--- config.mk ---
export PLATFORM = sky130hd
export DESIGN_NAME = layer3_result_reader_flat
export DESIGN_NICKNAME = d
export VERILOG_FILES = /design/src/rtl/layer3_result_reader_pkg.sv /design/src/rtl/layer3_result_reader_if.sv /design/src/rtl/layer3_reader_fifo.sv /design/src/rtl/layer3_result_reader.sv /design/src/flat_wrapper.sv
export SDC_FILE = /design/constraint.sdc
export NUM_CORES = 1
export LEC_CHECK = 0
export ABC_CLOCK_PERIOD_IN_PS = 30200
export CAP_MARGIN = 0
export CORE_ASPECT_RATIO = 1.25
export CORE_MARGIN = 2
export CORE_UTILIZATION = 40
export CTS_BUF_LIST = sky130_fd_sc_hd__clkbuf_16
export DETAILED_ROUTE_END_ITERATION = 8
export DONT_BUFFER_PORTS = 1
export PLACE_DENSITY = 0.58
export SKIP_LAST_GASP = 1
export SLEW_MARGIN = 25
export SYNTH_ARGS = -nofsm -noshare
export SYNTH_HDL_FRONTEND = slang
export SYNTH_SLANG_ARGS = --single-unit
--- constraint.sdc ---
create_clock -name clk -period 30.2 [get_ports clk]
set_input_delay 3.02 -clock clk [delete_from_list [all_inputs] [get_ports clk]]
set_output_delay 3.02 -clock clk [all_outputs]
set_load 0.01 [all_outputs]
--- src/rtl/layer3_result_reader_pkg.sv ---
// Shared types and constants for the layer-3 result reader: map geometry, beat payload, FSM encoding.
package layer3_result_reader_pkg;

  localparam int unsigned LAYER3_OUTPUT_LENGTH = 128;
  localparam int unsigned MAP_W      = 14;
  localparam int unsigned PAD_W      = 16;
  localparam int unsigned FIFO_DEPTH = 3;
  localparam int unsigned COORD_W    = 5;
  localparam int unsigned ADDR_W     = 16;
  localparam int unsigned CNT_W      = 2;

  typedef logic [LAYER3_OUTPUT_LENGTH-1:0] l3_data_t;
  typedef logic [COORD_W-1:0]              coord_t;

  typedef struct packed {
    l3_data_t data;
    coord_t   row;
    coord_t   col;
    logic     last;
  } beat_t;

  // FSM encoding
  typedef logic [1:0] state_t;
  localparam state_t ST_IDLE  = 2'd0;
  localparam state_t ST_RUN   = 2'd1;
  localparam state_t ST_DRAIN = 2'd2;

  // Sweep coordinate -> memory coordinate; padded sweeps are offset by one and clamped into the map.
  function automatic logic [ADDR_W-1:0] mem_coord(input coord_t c, input logic padded);
    if (!padded)                return ADDR_W'(c);
    if (c == '0)                return '0;
    if (c > COORD_W'(MAP_W))    return ADDR_W'(MAP_W - 1);
    return ADDR_W'(c - COORD_W'(1));
  endfunction

endpackage

--- src/rtl/layer3_result_reader_if.sv ---
// Output beat stream of the layer-3 result reader (valid/ready with coordinate sideband).
interface layer3_result_reader_if;
  import layer3_result_reader_pkg::*;

  logic     out_valid;
  logic     out_ready;
  l3_data_t out_data;
  coord_t   out_row;
  coord_t   out_col;
  logic     out_last;

  modport master (output out_valid, out_data, out_row, out_col, out_last, input out_ready);
  modport slave  (input out_valid, out_data, out_row, out_col, out_last, output out_ready);
endinterface

--- src/rtl/layer3_reader_fifo.sv ---
// Three-entry shifting beat FIFO; entry 0 is always the head so the head payload comes straight from a register.
module layer3_reader_fifo
  import layer3_result_reader_pkg::*;
(
  input  logic             clk,
  input  logic             rst,
  input  logic             push,
  input  beat_t            push_beat,
  input  logic             pop,
  output beat_t            head,
  output logic             not_empty,
  output logic [CNT_W-1:0] count
);

  beat_t            mem [FIFO_DEPTH];
  logic [CNT_W-1:0] count_nxt;
  logic [CNT_W-1:0] wr_idx;

  always_comb begin
    count_nxt = count;
    if (push && !pop)      count_nxt = count + CNT_W'(1);
    else if (!push && pop) count_nxt = count - CNT_W'(1);
    wr_idx = pop ? (count - CNT_W'(1)) : count;
  end

  // Pop shifts toward the head; a simultaneous push lands behind the surviving entries.
  always_ff @(posedge clk or posedge rst) begin
    if (rst) begin
      for (int i = 0; i < FIFO_DEPTH; i++) mem[i] <= '0;
      count     <= '0;
      not_empty <= 1'b0;
    end else begin
      if (pop) begin
        for (int i = 0; i < FIFO_DEPTH - 1; i++) mem[i] <= mem[i+1];
      end
      if (push) mem[wr_idx] <= push_beat;
      count     <= count_nxt;
      not_empty <= (count_nxt != '0);
    end
  end

  assign head = mem[0];

endmodule

--- src/rtl/layer3_result_reader.sv ---
// Streams the layer-3 result map from memory as raster-ordered beats.
// Define LAYER3_READER_PAD_EN for a 16x16 sweep with a zero border around the 14x14 map.
module layer3_result_reader
  import layer3_result_reader_pkg::*;
(
  input  logic                   clk,
  input  logic                   rst,
  input  logic                   start,
  output logic                   busy,
  output logic                   done,
  output logic [ADDR_W-1:0]      read_row_addr,
  output logic [ADDR_W-1:0]      read_col_addr,
  output logic                   layer3_result_read_signal,
  input  l3_data_t               layer3_result_output,
  layer3_result_reader_if.master stream
);

`ifdef LAYER3_READER_PAD_EN
  localparam int unsigned SWEEP_W = PAD_W;
  localparam logic        PADDED  = 1'b1;
`else
  localparam int unsigned SWEEP_W = MAP_W;
  localparam logic        PADDED  = 1'b0;
`endif
  localparam coord_t      LAST_C = COORD_W'(SWEEP_W - 1);
  localparam int unsigned OCC_W  = CNT_W + 1;

  state_t              state, state_nxt;
  coord_t              row_q, col_q, row_nxt, col_nxt;
  logic [ADDR_W-1:0]   row_addr_nxt, col_addr_nxt;
  logic                issue, done_nxt, border, at_end, pop;
  logic [OCC_W-1:0]    occupancy;
  logic                pend_valid, pend_last, pend_pad;
  coord_t              pend_row, pend_col;
  beat_t               push_beat, head;
  logic                fifo_not_empty;
  logic [CNT_W-1:0]    fifo_count;

  assign at_end    = (row_q == LAST_C) && (col_q == LAST_C);
  assign border    = PADDED && ((row_q == '0) || (row_q == LAST_C) || (col_q == '0) || (col_q == LAST_C));
  assign occupancy = {1'b0, fifo_count} + OCC_W'(pend_valid);
  assign pop       = fifo_not_empty && stream.out_ready;

  always_comb begin
    state_nxt    = state;
    row_nxt      = row_q;
    col_nxt      = col_q;
    row_addr_nxt = read_row_addr;
    col_addr_nxt = read_col_addr;
    issue        = 1'b0;
    done_nxt     = 1'b0;
    case (state)
      ST_IDLE: if (start) state_nxt = ST_RUN;
      ST_RUN: begin
        if (occupancy < OCC_W'(FIFO_DEPTH)) begin
          issue = 1'b1;
          if (at_end) begin
            state_nxt = ST_DRAIN;
          end else begin
            if (col_q == LAST_C) begin
              col_nxt = '0;
              row_nxt = row_q + COORD_W'(1);
            end else begin
              col_nxt = col_q + COORD_W'(1);
            end
            row_addr_nxt = mem_coord(row_nxt, PADDED);
            col_addr_nxt = mem_coord(col_nxt, PADDED);
          end
        end
      end
      ST_DRAIN: begin
        // Only the last beat remains and it is leaving this cycle.
        if (pop && head.last && (fifo_count == CNT_W'(1)) && !pend_valid) begin
          state_nxt    = ST_IDLE;
          done_nxt     = 1'b1;
          row_nxt      = '0;
          col_nxt      = '0;
          row_addr_nxt = '0;
          col_addr_nxt = '0;
        end
      end
      default: state_nxt = ST_IDLE;
    endcase
  end

  always_ff @(posedge clk or posedge rst) begin
    if (rst) begin
      state                     <= ST_IDLE;
      row_q                     <= '0;
      col_q                     <= '0;
      read_row_addr             <= '0;
      read_col_addr             <= '0;
      busy                      <= 1'b0;
      done                      <= 1'b0;
      layer3_result_read_signal <= 1'b0;
    end else begin
      state                     <= state_nxt;
      row_q                     <= row_nxt;
      col_q                     <= col_nxt;
      read_row_addr             <= row_addr_nxt;
      read_col_addr             <= col_addr_nxt;
      busy                      <= (state_nxt != ST_IDLE);
      done                      <= done_nxt;
      layer3_result_read_signal <= (state_nxt != ST_IDLE);
    end
  end

  // One-cycle read pipeline: tags follow the issued coordinate until the memory data arrives.
  always_ff @(posedge clk or posedge rst) begin
    if (rst) begin
      pend_valid <= 1'b0;
      pend_row   <= '0;
      pend_col   <= '0;
      pend_last  <= 1'b0;
      pend_pad   <= 1'b0;
    end else begin
      pend_valid <= issue;
      if (issue) begin
        pend_row  <= row_q;
        pend_col  <= col_q;
        pend_last <= at_end;
        pend_pad  <= border;
      end
    end
  end

  always_comb begin
    push_beat.data = pend_pad ? '0 : layer3_result_output;
    push_beat.row  = pend_row;
    push_beat.col  = pend_col;
    push_beat.last = pend_last;
  end

  layer3_reader_fifo u_fifo (
    .clk       (clk),
    .rst       (rst),
    .push      (pend_valid),
    .push_beat (push_beat),
    .pop       (pop),
    .head      (head),
    .not_empty (fifo_not_empty),
    .count     (fifo_count)
  );

  assign stream.out_valid = fifo_not_empty;
  assign stream.out_data  = head.data;
  assign stream.out_row   = head.row;
  assign stream.out_col   = head.col;
  assign stream.out_last  = head.last;

endmodule
--- src/flat_wrapper.sv ---
// flat-port wrapper written by rule: the top's interface ports become plain ports
module layer3_result_reader_flat import layer3_result_reader_pkg::*;
  (clk, rst, start, busy, done, read_row_addr, read_col_addr, layer3_result_read_signal, layer3_result_output, stream_out_valid, stream_out_data, stream_out_row, stream_out_col, stream_out_last, stream_out_ready);
  layer3_result_reader_if stream_i ();
  input  logic clk;
  input  logic rst;
  input  logic start;
  output logic busy;
  output logic done;
  output logic [ADDR_W-1:0] read_row_addr;
  output logic [ADDR_W-1:0] read_col_addr;
  output logic layer3_result_read_signal;
  input  l3_data_t layer3_result_output;
  output wire logic [$bits(stream_i.out_valid)-1:0] stream_out_valid;
  output wire logic [$bits(stream_i.out_data)-1:0] stream_out_data;
  output wire logic [$bits(stream_i.out_row)-1:0] stream_out_row;
  output wire logic [$bits(stream_i.out_col)-1:0] stream_out_col;
  output wire logic [$bits(stream_i.out_last)-1:0] stream_out_last;
  input wire logic [$bits(stream_i.out_ready)-1:0] stream_out_ready;
  assign stream_out_valid = stream_i.out_valid;
  assign stream_out_data = stream_i.out_data;
  assign stream_out_row = stream_i.out_row;
  assign stream_out_col = stream_i.out_col;
  assign stream_out_last = stream_i.out_last;
  assign stream_i.out_ready = stream_out_ready;
  layer3_result_reader u_core (.clk(clk), .rst(rst), .start(start), .busy(busy), .done(done), .read_row_addr(read_row_addr), .read_col_addr(read_col_addr), .layer3_result_read_signal(layer3_result_read_signal), .layer3_result_output(layer3_result_output), .stream(stream_i));
endmodule
==> impl_metrics.env <==
export IMPL_height_of_the_die_um=260
export IMPL_drv_cap=0
export IMPL_synth_yosys_seq_area_share=0.530
export IMPL_synthesis_yosys_warnings=0
export IMPL_rows=94
export IMPL_grt_pass1_vias=13400
export IMPL_worst_slew_margin_relative_to_its_limit=0.310
export IMPL_numCtsBuffers=46
export IMPL_cell_class_contributing_the_biggest_share_of_worst_path_delay="buffers and inverters"
export IMPL_vias_per_cell=5.19
export IMPL_drive_above_1_share=0.184
export IMPL_max_stage_delay_ns=0.85
export IMPL_post_cts_repair_setup_buffers=0
export IMPL_grt_antenna_before_repair=0
export IMPL_r2r_start="u_core.u_fifo.not_empty$_DFF_PP0_"
export IMPL_number_of_vias_after_detailed_routing=13600
export IMPL_synth_adder_area_share=0.00654
export IMPL_multi_input_gate_area_in_the_final_layout_sq_um=8060
export IMPL_final_max_slew_violation_count=0
export IMPL_critical_path_cell_chain="nand2_4 > and3_1 > o21ai_4 > buf_4 > mux2_2"
export IMPL_holdCritPathClass="flop to flop"
export IMPL_finalCoreUtilization=0.415
export IMPL_max_freq_mhz=183
export IMPL_critical_path_arrival_ns=5.91
export IMPL_path_max_fanout=71
export IMPL_fp_dieW_um=209
export IMPL_final_setup_viol_count=0
export IMPL_area_added_between_synthesis_and_finish_pct=3.21
export IMPL_share_of_synthesized_cell_area_in_and_or_nand_and_nor_gates=0.162
export IMPL_ant_nets=0
export IMPL_peakVddDrop_mv=0.0568
export IMPL_timing_clock_skew_ns=0.0162
export IMPL_drt_pre_antenna_iters=5
export IMPL_synth_lib_cells_used_distinct=46
export IMPL_cts_repair_resize_count=0
export IMPL_synth_enable_flop_cells=0
export IMPL_p_per_area_nw_per_um2=109
export IMPL_post_synth_cell_area_avg_sq_um=9.98
export IMPL_synth_compound_area_frac=0.0545
export IMPL_routed_wl_met2_um=22600
export IMPL_ys_flop_type="sky130_fd_sc_hd__dfrtp_1"
export IMPL_critical_path_buf_inv_count=1
export IMPL_routed_wl_met3_um=3380
export IMPL_drc_errors=0
export IMPL_clkSlewWorstSetupHoldPaths_ns=0.06
export IMPL_clock_tree_buffer_depth=3
export IMPL_core_area_sq_um=52300
export IMPL_h_tree_depth=2
export IMPL_critical_path_class="primary input to flop"
export IMPL_numClockSinks=446
export IMPL_route_layer_met1_wl_um=18500
export IMPL_grt_overflow_total=0
export IMPL_critPathLaunch="stream_out_ready"
export IMPL_route_final_wire_length_um=45600
export IMPL_worst_skew_pair_late_latency_ns=0.57
export IMPL_area_of_the_die_sq_um=54500
export IMPL_insertedDiodeCount=0
export IMPL_pin_count=307
export IMPL_cp_start_kind="primary input"
export IMPL_synth_cells=2109
export IMPL_final_hold_viol_count=0
export IMPL_fillerInstances=4979
export IMPL_top_layer="met4"
export IMPL_place_worst_setup_slack_ns=23.98
export IMPL_grt_start_max_net_pins=235
export IMPL_sequential_cell_area_sq_um=11200
export IMPL_synth_mux_area_frac=0.154
export IMPL_synth_xor_area_share=0.000833
export IMPL_gp_congestion=0.735
export IMPL_fin_setup_tns_ns=0
export IMPL_worstSetupEndpointType="flop"
export IMPL_clk_root_buffer_cell="sky130_fd_sc_hd__clkbuf_16"
export IMPL_detailedPlacementHpwl_um=27600
export IMPL_clock_tree_from_tritoncts="built"
export IMPL_final_min_period_over_clock_period=0.181
export IMPL_postLayoutSetupSlackWorst_ns=24.73
export IMPL_worst_slew_pin_transition_ns=1.03
export IMPL_grt_first_pass_wirelength_um=74200
export IMPL_initial_utilization=0.402
export IMPL_fin_nets=2051
export IMPL_synth_area_sq_um=21000
export IMPL_drt_wirelength_per_cell_um=17.5
export IMPL_number_of_hold_repair_buffers_added_at_the_cts_stage=0
export IMPL_fin_crit_ns=5.47
export IMPL_ys_seq_elements=446
export IMPL_run_status="finished, final reports clean"
export IMPL_track_usage=0.168
export IMPL_crit_required_ns=30.64
export IMPL_crit_path_top_delay_cell="sky130_fd_sc_hd__buf_4"
export IMPL_synth_top_family_by_area="simple AND/OR/NAND/NOR gates"
export IMPL_place_port_buffers=0
export IMPL_total_leakage_power_nw=10.3
export IMPL_violation_count_after_the_first_detailed_routing_iteration=914
export IMPL_synth_async_sr_flop_share=1.00
export IMPL_unrepaired_setup_endpoints_after_global_routing="no"
worst paths after layout:
kind                                                        to  slack, ns  cells after the start
setup / recovery              u_core.u_fifo.mem[226]$_DFF_PP0_      24.73                      5
hold / removal                                            flop       0.49                      1
setup reg to reg              u_core.u_fifo.mem[226]$_DFF_PP0_      26.51                      5
hold reg to reg                                           flop       0.49                      1
max in group asynchronous  u_core.read_row_addr[0]$_DFFE_PP0P_      25.74                      3
min in group asynchronous     u_core.u_fifo.mem[183]$_DFF_PP0_       2.41                      1
Yosys cell counts (3+ instances only):
master | count | area share
sky130_fd_sc_hd__o22ai_1 | 4 | 0.0012
sky130_fd_sc_hd__o21ai_0 | 9 | 0.0021
sky130_fd_sc_hd__a31oi_1 | 142 | 0.042
sky130_fd_sc_hd__and3_1 | 4 | 0.0012
sky130_fd_sc_hd__dfrtp_1 | 446 | 0.53
sky130_fd_sc_hd__clkbuf_1 | 50 | 0.0089
sky130_fd_sc_hd__mux2_2 | 263 | 0.14
sky130_fd_sc_hd__inv_1 | 14 | 0.0025
sky130_fd_sc_hd__nand3_1 | 3 | 0.00071
sky130_fd_sc_hd__a21oi_1 | 4 | 0.00095
sky130_fd_sc_hd__nor3_1 | 7 | 0.0017
sky130_fd_sc_hd__ha_1 | 11 | 0.0065
sky130_fd_sc_hd__nand2_1 | 709 | 0.13
sky130_fd_sc_hd__mux2_1 | 12 | 0.0064
sky130_fd_sc_hd__o211ai_1 | 4 | 0.0014
sky130_fd_sc_hd__buf_1 | 14 | 0.0025
sky130_fd_sc_hd__nor4_1 | 3 | 0.00089
sky130_fd_sc_hd__nor2_1 | 144 | 0.026
sky130_fd_sc_hd__buf_4 | 174 | 0.062
sky130_fd_sc_hd__mux2_4 | 9 | 0.0064
sky130_fd_sc_hd__buf_6 | 13 | 0.0070
sky130_fd_sc_hd__buf_2 | 36 | 0.0086
layout by cell type (no fill, tap or decap), types with 3 or more instances in the layout:
master,instances
sky130_fd_sc_hd__mux2_1,12
sky130_fd_sc_hd__and3_1,4
sky130_fd_sc_hd__a21oi_1,4
sky130_fd_sc_hd__nand2_1,708
sky130_fd_sc_hd__nor4_1,3
sky130_fd_sc_hd__mux2_4,9
sky130_fd_sc_hd__o21ai_0,9
sky130_fd_sc_hd__clkbuf_16,49
sky130_fd_sc_hd__o22ai_1,4
sky130_fd_sc_hd__nand3_1,3
sky130_fd_sc_hd__dfrtp_1,446
sky130_fd_sc_hd__mux2_2,263
sky130_fd_sc_hd__o211ai_1,4
sky130_fd_sc_hd__clkinv_1,15
sky130_fd_sc_hd__a31oi_1,142
sky130_fd_sc_hd__buf_6,4
sky130_fd_sc_hd__buf_4,11
sky130_fd_sc_hd__nor3_1,7
sky130_fd_sc_hd__o21ai_4,3
sky130_fd_sc_hd__conb_1,22
sky130_fd_sc_hd__inv_1,20
sky130_fd_sc_hd__ha_1,11
sky130_fd_sc_hd__nor2_1,144
sky130_fd_sc_hd__clkinvlp_4,3
sky130_fd_sc_hd__clkinv_2,6
kinds of logic after synthesis:
group / after synthesis
compound gates: 179
fa+ha+maj: 11
simple gates: 885
other cells: 1
flops: 446
mux: 284
xor+xnor: 2
buf+inv: 301
worst register-to-register path, cell delays in order, from the launching register on:
cell	delay (ns)
sky130_fd_sc_hd__dfrtp_1	0.56
sky130_fd_sc_hd__nand2_4	0.48
sky130_fd_sc_hd__and3_1	0.45
sky130_fd_sc_hd__o21ai_4	0.70
sky130_fd_sc_hd__buf_4	0.85
sky130_fd_sc_hd__mux2_2	0.51
through the flow:
step / hold slack (ns) / total power [mW] / area [sq um] / instances
after floorplan: 0.464 / 1.80 / 21100 / 2130
after global routing: 0.509 / 2.55 / 21700 / 2614
after detailed placement: 0.481 / 1.85 / 20300 / 2532
after CTS: 0.496 / 2.41 / 21700 / 2614
final: 0.493 / 2.37 / 21700 / 2614
after global placement: 0.473 / 1.81 / 20300 / 2531
metal layers:
layer	GRT usage	vias to the layer above
met5	0	-
met4	0.0530	0
met3	0.0503	72
met2	0.284	371
met1	0.208	6733
li1	-	6380
where the power goes:
group / switching, mW / total [mW] / internal, mW
registers: 0.229 / 1.11 / 0.886
logic: 0.359 / 0.716 / 0.357
clock network: 0.234 / 0.541 / 0.307
total: 0.822 / 2.37 / 1.55
cell type report:
cell class                 count  share of cell area
multi-input combinational   1383               0.371
sequential                   446               0.514
timing repair buffer          17             0.00807
inverter                      14             0.00277
clock buffer                  49              0.0565
tap                          672              0.0387
clock inverter                33             0.00899
No activity file was read; power rests on OpenSTA's default activity.
